`src/rtl/edge_point_scanner.sv`:
```
// edge_point_scanner: raster-scans a 1-bit edge map and presents each edge pixel's (x, y) until consumed.
//   clk          clock; all state changes on posedge
//   reset        asynchronous active-high reset, forces IDLE
//   reset_canny  synchronous clear with the same effect as reset
//   frame_ready  level, edge map complete and readable (sampled only in IDLE)
//   inc_address  pulse, the presented point has been consumed (sampled only in PRESENT)
//   mem_rd       edge-map read strobe
//   mem_addr     edge-map read address, raster order y*IMG_W+x
//   mem_data     edge bit, valid the cycle after mem_rd
//   point_valid  x_out/y_out hold an edge point
//   x_out/y_out  coordinates of the presented point
//   end_point    scan exhausted, sticky until reset or reset_canny
//   edge_count   points presented this frame, saturating
// Optional feature: define SCAN_ROI_EN to start the scan at row ROI_Y0 instead of row 0.
module edge_point_scanner #(
    parameter int IMG_W  = 320,
    parameter int IMG_H  = 240,
    parameter int X_W    = 9,
    parameter int Y_W    = 8,
    parameter int ADDR_W = 17,
    parameter int ROI_Y0 = 120
) (
    input  logic              clk,
    input  logic              reset,
    input  logic              reset_canny,
    input  logic              frame_ready,
    input  logic              inc_address,
    output logic              mem_rd,
    output logic [ADDR_W-1:0] mem_addr,
    input  logic              mem_data,
    output logic              point_valid,
    output logic [X_W-1:0]    x_out,
    output logic [Y_W-1:0]    y_out,
    output logic              end_point,
    output logic [15:0]       edge_count
);
    localparam logic [1:0] IDLE = 2'd0, SCAN = 2'd1, PRESENT = 2'd2, DONE = 2'd3;
`ifdef SCAN_ROI_EN
    localparam int Y0 = ROI_Y0;
`else
    localparam int Y0 = 0 * ROI_Y0;
`endif
    localparam logic [X_W-1:0]    XL = X_W'(IMG_W - 1);
    localparam logic [Y_W-1:0]    YL = Y_W'(IMG_H - 1);
    localparam logic [Y_W-1:0]    YS = Y_W'(Y0);
    localparam logic [ADDR_W-1:0] AS = ADDR_W'(Y0 * IMG_W);

    logic [1:0]        state_q, state_d;
    logic [X_W-1:0]    ix_q, ix_d, tx_q, tx_d, x_q, x_d;
    logic [Y_W-1:0]    iy_q, iy_d, ty_q, ty_d, y_q, y_d;
    logic [ADDR_W-1:0] ia_q, ia_d;
    logic              tv_q, tv_d;
    logic [15:0]       cnt_q, cnt_d;
    logic              hit, tag_last, pt_last, issue_last;

    assign hit        = tv_q && mem_data;
    assign tag_last   = tx_q == XL && ty_q == YL;
    assign pt_last    = x_q == XL && y_q == YL;
    assign issue_last = ix_q == XL && iy_q == YL;

    // The issue pointer runs one pixel ahead of the tag, so on a hit simply
    // holding it lands on tag+1 and the overshoot read is dropped. After the
    // last pixel the pointer holds, re-reading that pixel harmlessly.
    always_comb begin
        state_d = state_q;
        ix_d    = ix_q;
        iy_d    = iy_q;
        ia_d    = ia_q;
        tv_d    = 1'b0;
        tx_d    = ix_q;
        ty_d    = iy_q;
        x_d     = x_q;
        y_d     = y_q;
        cnt_d   = cnt_q;
        case (state_q)
            IDLE:    state_d = frame_ready ? SCAN : IDLE;
            SCAN: begin
                if (hit) begin
                    state_d = PRESENT;
                    x_d     = tx_q;
                    y_d     = ty_q;
                    cnt_d   = cnt_q + 16'(cnt_q != 16'hFFFF);
                end else if (tv_q && tag_last) begin
                    state_d = DONE;
                end else begin
                    tv_d = 1'b1;
                    if (!issue_last) begin
                        ix_d = ix_q == XL ? '0 : ix_q + 1'b1;
                        iy_d = iy_q + Y_W'(ix_q == XL);
                        ia_d = ia_q + 1'b1;
                    end
                end
            end
            PRESENT: state_d = inc_address ? (pt_last ? DONE : SCAN) : PRESENT;
            default: ;
        endcase
        if (reset_canny) begin
            state_d = IDLE;
            ix_d    = '0;
            iy_d    = YS;
            ia_d    = AS;
            tv_d    = 1'b0;
            x_d     = '0;
            y_d     = '0;
            cnt_d   = '0;
        end
    end

    always_ff @(posedge clk or posedge reset) begin
        if (reset) begin
            state_q <= IDLE;
            ix_q    <= '0;
            iy_q    <= YS;
            ia_q    <= AS;
            tv_q    <= 1'b0;
            tx_q    <= '0;
            ty_q    <= '0;
            x_q     <= '0;
            y_q     <= '0;
            cnt_q   <= '0;
        end else begin
            state_q <= state_d;
            ix_q    <= ix_d;
            iy_q    <= iy_d;
            ia_q    <= ia_d;
            tv_q    <= tv_d;
            tx_q    <= tx_d;
            ty_q    <= ty_d;
            x_q     <= x_d;
            y_q     <= y_d;
            cnt_q   <= cnt_d;
        end
    end

    assign mem_rd      = state_q == SCAN;
    assign mem_addr    = mem_rd ? ia_q : '0;
    assign point_valid = state_q == PRESENT;
    assign end_point   = state_q == DONE;
    assign x_out       = x_q;
    assign y_out       = y_q;
    assign edge_count  = cnt_q;
endmodule
```
`config.mk`:
```
export PLATFORM = sky130hd
export DESIGN_NAME = edge_point_scanner
export DESIGN_NICKNAME = d
export VERILOG_FILES = /design/src/rtl/edge_point_scanner.sv
export SDC_FILE = /design/constraint.sdc
export NUM_CORES = 1
export LEC_CHECK = 0
export CAP_MARGIN = 15
export CORE_ASPECT_RATIO = 1.2
export CORE_MARGIN = 8
export CORE_UTILIZATION = 49
export CTS_CLUSTER_SIZE = 24
export DETAILED_ROUTE_END_ITERATION = 10
export GPL_TIMING_DRIVEN = 1
export MAX_ROUTING_LAYER = met4
export PLACE_DENSITY = 0.87
export SYNTH_ARGS = -nofsm -noshare
export SYNTH_HDL_FRONTEND = slang
export SYNTH_SLANG_ARGS = --single-unit
export TNS_END_PERCENT = 50
```
`constraint.sdc`:
```
create_clock -name clk -period 3 [get_ports clk]
set_clock_uncertainty 0.2 [all_clocks]
set_input_delay 0.75 -clock clk [delete_from_list [all_inputs] [get_ports clk]]
set_output_delay 0.75 -clock clk [all_outputs]
set_load 0.03 [all_outputs]
```
; Yosys cells after proc, flatten, opt, wreduce, memory -nomap -nowiden
; Index checks and enable logic that the tools add are counted.
[word_totals]
input_bits = 6
elab_cells = 77
ff_bits = 87
[op_classes]
eq_ne = 14
muxes = 37
addsub = 4
n_reduce_logical = 12
[ops]
columns = operator, n
row1 = $mux 17, 6
row2 = $mux 9, 9
row3 = $mux 8, 8
row4 = $mux 16, 3
row5 = $eq 9x9->1 const B, 3
row6 = $eq 8x8->1 const B, 3
row7 = $add 17x1->17 const B, 1
row8 = $add 16x1->16, 1
row9 = $ne 16x16->1 const B, 1
row10 = $mux 2, 5
row11 = $add 9x1->9 const B, 1
row12 = $add 8x1->8, 1
row13 = $ne 2x2->1 const B, 3
row14 = $pmux 2 s3, 1
row15 = $logic_and 1x1->1, 5
row16 = $mux 1, 5
row17 = $eq 2x2->1 const B, 2
row18 = $ne 4x2->1 const B, 1
row19 = $reduce_and 2->1, 2
row20 = $reduce_and 4->1, 1
row21 = $reduce_bool 2->1, 2
row22 = $reduce_bool 4->1, 1
row23 = $eq 2x1->1 const B, 1
row24 = $logic_not 2->1, 1

; Longest topological paths before layout
; Gate-level depths: netlist of run 1.
[logic_depth]
ltp_word = 7
mapped_depth = 9

; Worst setup path after synthesis of run 1
; OpenSTA, ideal clock, no wires.
[synth_timing]
kind = reg2out
start = reg state_q[1]
end = out mem_addr[10]
arrival_ns = 1.623
path_stages_with_launch = 6
path_slack_ns = 0.427
cell_sequence = dfrtp_1 > inv_1 > ha_1 > clkbuf_1 > clkbuf_1 > and2_1
[synth_via]
elab_chain_cells = 2
[synth_rtl]
columns = element, line_no
row1 = "start, declared", 48  ; logic [1:0] state_q, state_d;
row2 = "start signal, assigned", 122  ; state_q <= state_d;
row3 = $eq 2x1->1, 135  ; assign mem_rd = state_q == SCAN;
row4 = net mem_rd, 28  ; output logic mem_rd,
row5 = $mux 17, 136  ; assign mem_addr = mem_rd ? ia_q : '0;
row6 = "end, declared", 29  ; output logic [ADDR_W-1:0] mem_addr,
; The timed path passes the listed nets, and every way through them passes these cells.

; Final worst setup path of run 1
[layout_timing]
start = reg state_q[1]
end = out mem_addr[2]
[layout_via]
elab_chain_cells = 2
[layout_rtl]
columns = element, line_no
row1 = $eq 2x1->1, 135
row2 = $mux 17, 136
; No other way between the ends.

==> out/qor.csv, run 1 <==
metric;value;unit
finalHoldViolCount;0;
yosysWarnings;0;
yosysSeqAreaShare;53.3;%
ys_ff_latch;87;
synth-edff-count;0;
slew_headroom;53.8;%
p_int;1.66;mW
synth.cell_area;4080;um2
synth_fp_nets;439;
arrival;1.87;ns
synthTopCellsByArea;dfrtp_1, nand2_1, xor2_1;
power.switching;0.708;mW
die_w;99.3;um
synth_area_leader_cell;dfrtp_1;
fin_crit;2.82;ns
route.detailed.drc;0;
cts_sinks;87;
max_freq;0.355;GHz
root_buffer;clkbuf_8;
tightest_slew;0.692;ns
power_frac_comb;15.2;%
max-clock-path-buffers;2;
path_class;register to output pin;
grt.overflow.total;0;
num_vias;3343;
finalCritPeriodShare;93.9;%
synthArstFlopShare;100;%
num_rows;36;
ys.flop_type;dfrtp_1;
port_buffers;58;
timing.rr.end;iy_q[6]$_DFFE_PP0P_;
dieArea;11500;um2
grt_max_degree;88;
cts_tree;built;
synth_top_area_share;53.3;%
finalWeightedCongestion;0.842;
crit_chain;inv_1 -> ha_1 -> buf_4 -> and2_1 -> dlygate4sd2_1;
hold_class;register to register;
rsz0062_at_grt;no;
syn_avg_cell_area;9.65;um2
rrSetupSlack;0.33;ns
p_leak;2.15;nW
floorplan.die.height;116;um
start_util;50.3;%
ys_types;36;
num-nets-final;502;
crit_required;2.05;ns
grt_pass1_wl;16.2;mm
cp_slowest_cell;dfrtp_1;
dr.pass1.iters;4;
num_antenna_cells;0;
drt-vias-per-instance;5.70;
p_clk_share;32.4;%
drive_gt1_share;7.33;%
core_area;8110;um2
crit_path_end_kind;output pin;
dp_hpwl;6.57;mm
area_growth;21.9;%
setup_violations;0;
crit_fanout;22;
drtIter0Drc;352;
cp_num_buf_inv;3;
grt_usage;18.2;%
fin_setup_tns;0;ns
h-tree-depth;3;
slowest_delay;0.42;ns
postCtsHoldBufs;0;
finalPower;2.36;mW
critPathTopFamily;buffers and inverters;
critPathLaunchType;register;
cts.clk_slew.worst_paths;0.08;ns
r2r_cells;9;
power_density;475;nW/um2
r2r_start;ix_q[0]$_DFFE_PP0P_;
cp_num_cells;5;
cts_buffers;9;
synth_cells;423;
cap_violations;0;
ir_worst_vdd;199;uV
p_seq_share;52.4;%
finalWirelength;9.60;mm
switching_share;29.9;%
num_io_pins;59;
slew_viol_final;0;
antenna_found_initial;0;
status;complete, no violations;
clock_latency;0.37;ns
grt_pass1_vias;3432;
wire_per_inst;16.4;um
cp-startpoint;state_q[1]$_DFFE_PP0P_;
crit_path_end;mem_addr[2];
antenna_left;0;
[state kept, by name, indices dropped and copies added (netlist names)]
| register | count |
|---|---|
| x_out | 9 |
| edge_count | 16 |
| tv_q | 1 |
| y_out | 8 |
| ty_q | 8 |
| ia_q | 17 |
| ix_q | 9 |
| iy_q | 8 |
| state_q | 2 |
| tx_q | 9 |
[synthesized netlist by cell type (all sizes together), types with 4 or more instances]
library cell,count
a21oi,33
and2,19
and3,10
clkbuf,15
dfrtp,87
ha,10
inv,9
nand2,65
nand3,19
nand4,19
nand4b,6
nor2,43
nor3,14
nor4,4
o21ai,9
or3,8
xnor2,13
xor2,21
[cell type report]
cell class / count / area, um2
Multi-Input combinational cell: 309 / 1800
Timing Repair Buffer: 70 / 657
Fill cell: 667 / 3130
Clock inverter: 5 / 41.3
Tap cell: 95 / 119
Sequential cell: 87 / 2180
Inverter: 9 / 37.5
Clock buffer: 11 / 141
[worst min path at each step]
stage	from	depth (start not counted)	slack (ns)	end
2_1_floorplan	iy_q[6]$_DFFE_PP0P_	0	0.19	ty_q[6]$_DFF_PP0_
6_report	iy_q[6]$_DFFE_PP0P_	0	0.24	ty_q[6]$_DFF_PP0_
3_5_place_dp	iy_q[6]$_DFFE_PP0P_	0	0.22	ty_q[6]$_DFF_PP0_
4_1_cts	iy_q[6]$_DFFE_PP0P_	0	0.24	ty_q[6]$_DFF_PP0_
5_1_grt	iy_q[6]$_DFFE_PP0P_	0	0.26	ty_q[6]$_DFF_PP0_
3_3_place_gp	iy_q[6]$_DFFE_PP0P_	0	0.22	ty_q[6]$_DFF_PP0_
[what timing repair did]
action,4_1_cts,5_1_grt
setup buffers,0,1
endpoints found under the hold margin,0,0
resized for setup,17,0
pin swaps,0,1
endpoints found under the setup margin,17,1
[kinds of logic (layout without fill, tap and decap cells)]
group	after synthesis	count (layout)	synth area share [%]
DFF	87	87	53.3
xor gates and xnor gates	34	34	7.30
AOI/OAI and AO/OA	53	53	7.60
buffers and inverters	27	95	2.54
adders and majority gates	10	10	3.07
and+or+nand+nor	212	212	26.1
[placed cells by master, fill, tap and decap left out, types with 2 or more instances in the layout]
cell             count
nand4_1             19
nand4b_1             6
clkdlybuf4s50_1     40
ha_1                10
clkinvlp_4           3
nor4_2               2
nor2_1              42
a21oi_1             32
clkbuf_8            10
and3_1              10
nand2_1             65
xnor2_1             13
nor3_1              14
inv_6                2
and2_1              19
inv_1                8
and4_1               2
dlygate4sd2_1       17
buf_4               11
xor2_1              21
dfrtp_1             87
nand3_1             19
o21a_1               3
o21ai_0              9
or3_1                8
a311oi_1             2
[routing by layer]
metal	global-route usage (%)	part of all wire [%]	up-vias
li1	-	-	1577
met1	19.9	41	1629
met2	29.7	51	109
met3	5.11	5.6	28
met4	9.30	2.6	0
met5	-	0	-
[power groups by stage]
stage	logic (mW)	registers [mW]	clock network [mW]
finish	0.359	1.24	0.767
global route	0.403	1.24	0.838
CTS	0.362	1.24	0.779
detailed placement	0.360	1.26	0
global placement	0.347	1.26	0
floorplan	0.229	1.25	0
[per-stage QoR]
step | util, % | setup slack (ns) | instance area (um2) | std cells | hold WS [ns]
after global routing | 61.3 | 0.0468 | 4970 | 586 | 0.261
after global placement | 59.3 | 0.238 | 4800 | 569 | 0.216
after CTS | 61.3 | 0.162 | 4970 | 585 | 0.236
final | 61.3 | 0.182 | 4970 | 586 | 0.241
after floorplan | - | 0.427 | 4090 | 423 | 0.192
after detailed placement | 59.3 | 0.165 | 4800 | 569 | 0.217
Power figures use the tool's default switching activity.
==> run 2: changes to the inputs <==
--- a/config.mk
+++ b/config.mk
@@ -14,6 +14,7 @@
 export GPL_TIMING_DRIVEN = 1
 export MAX_ROUTING_LAYER = met4
 export PLACE_DENSITY = 0.87
+export SLEW_MARGIN = 20
 export SYNTH_ARGS = -nofsm -noshare
 export SYNTH_HDL_FRONTEND = slang
 export SYNTH_SLANG_ARGS = --single-unit
==> results of run 2 <==
Same layout as run 1: the final DEF is identical, and so are final timing and power.
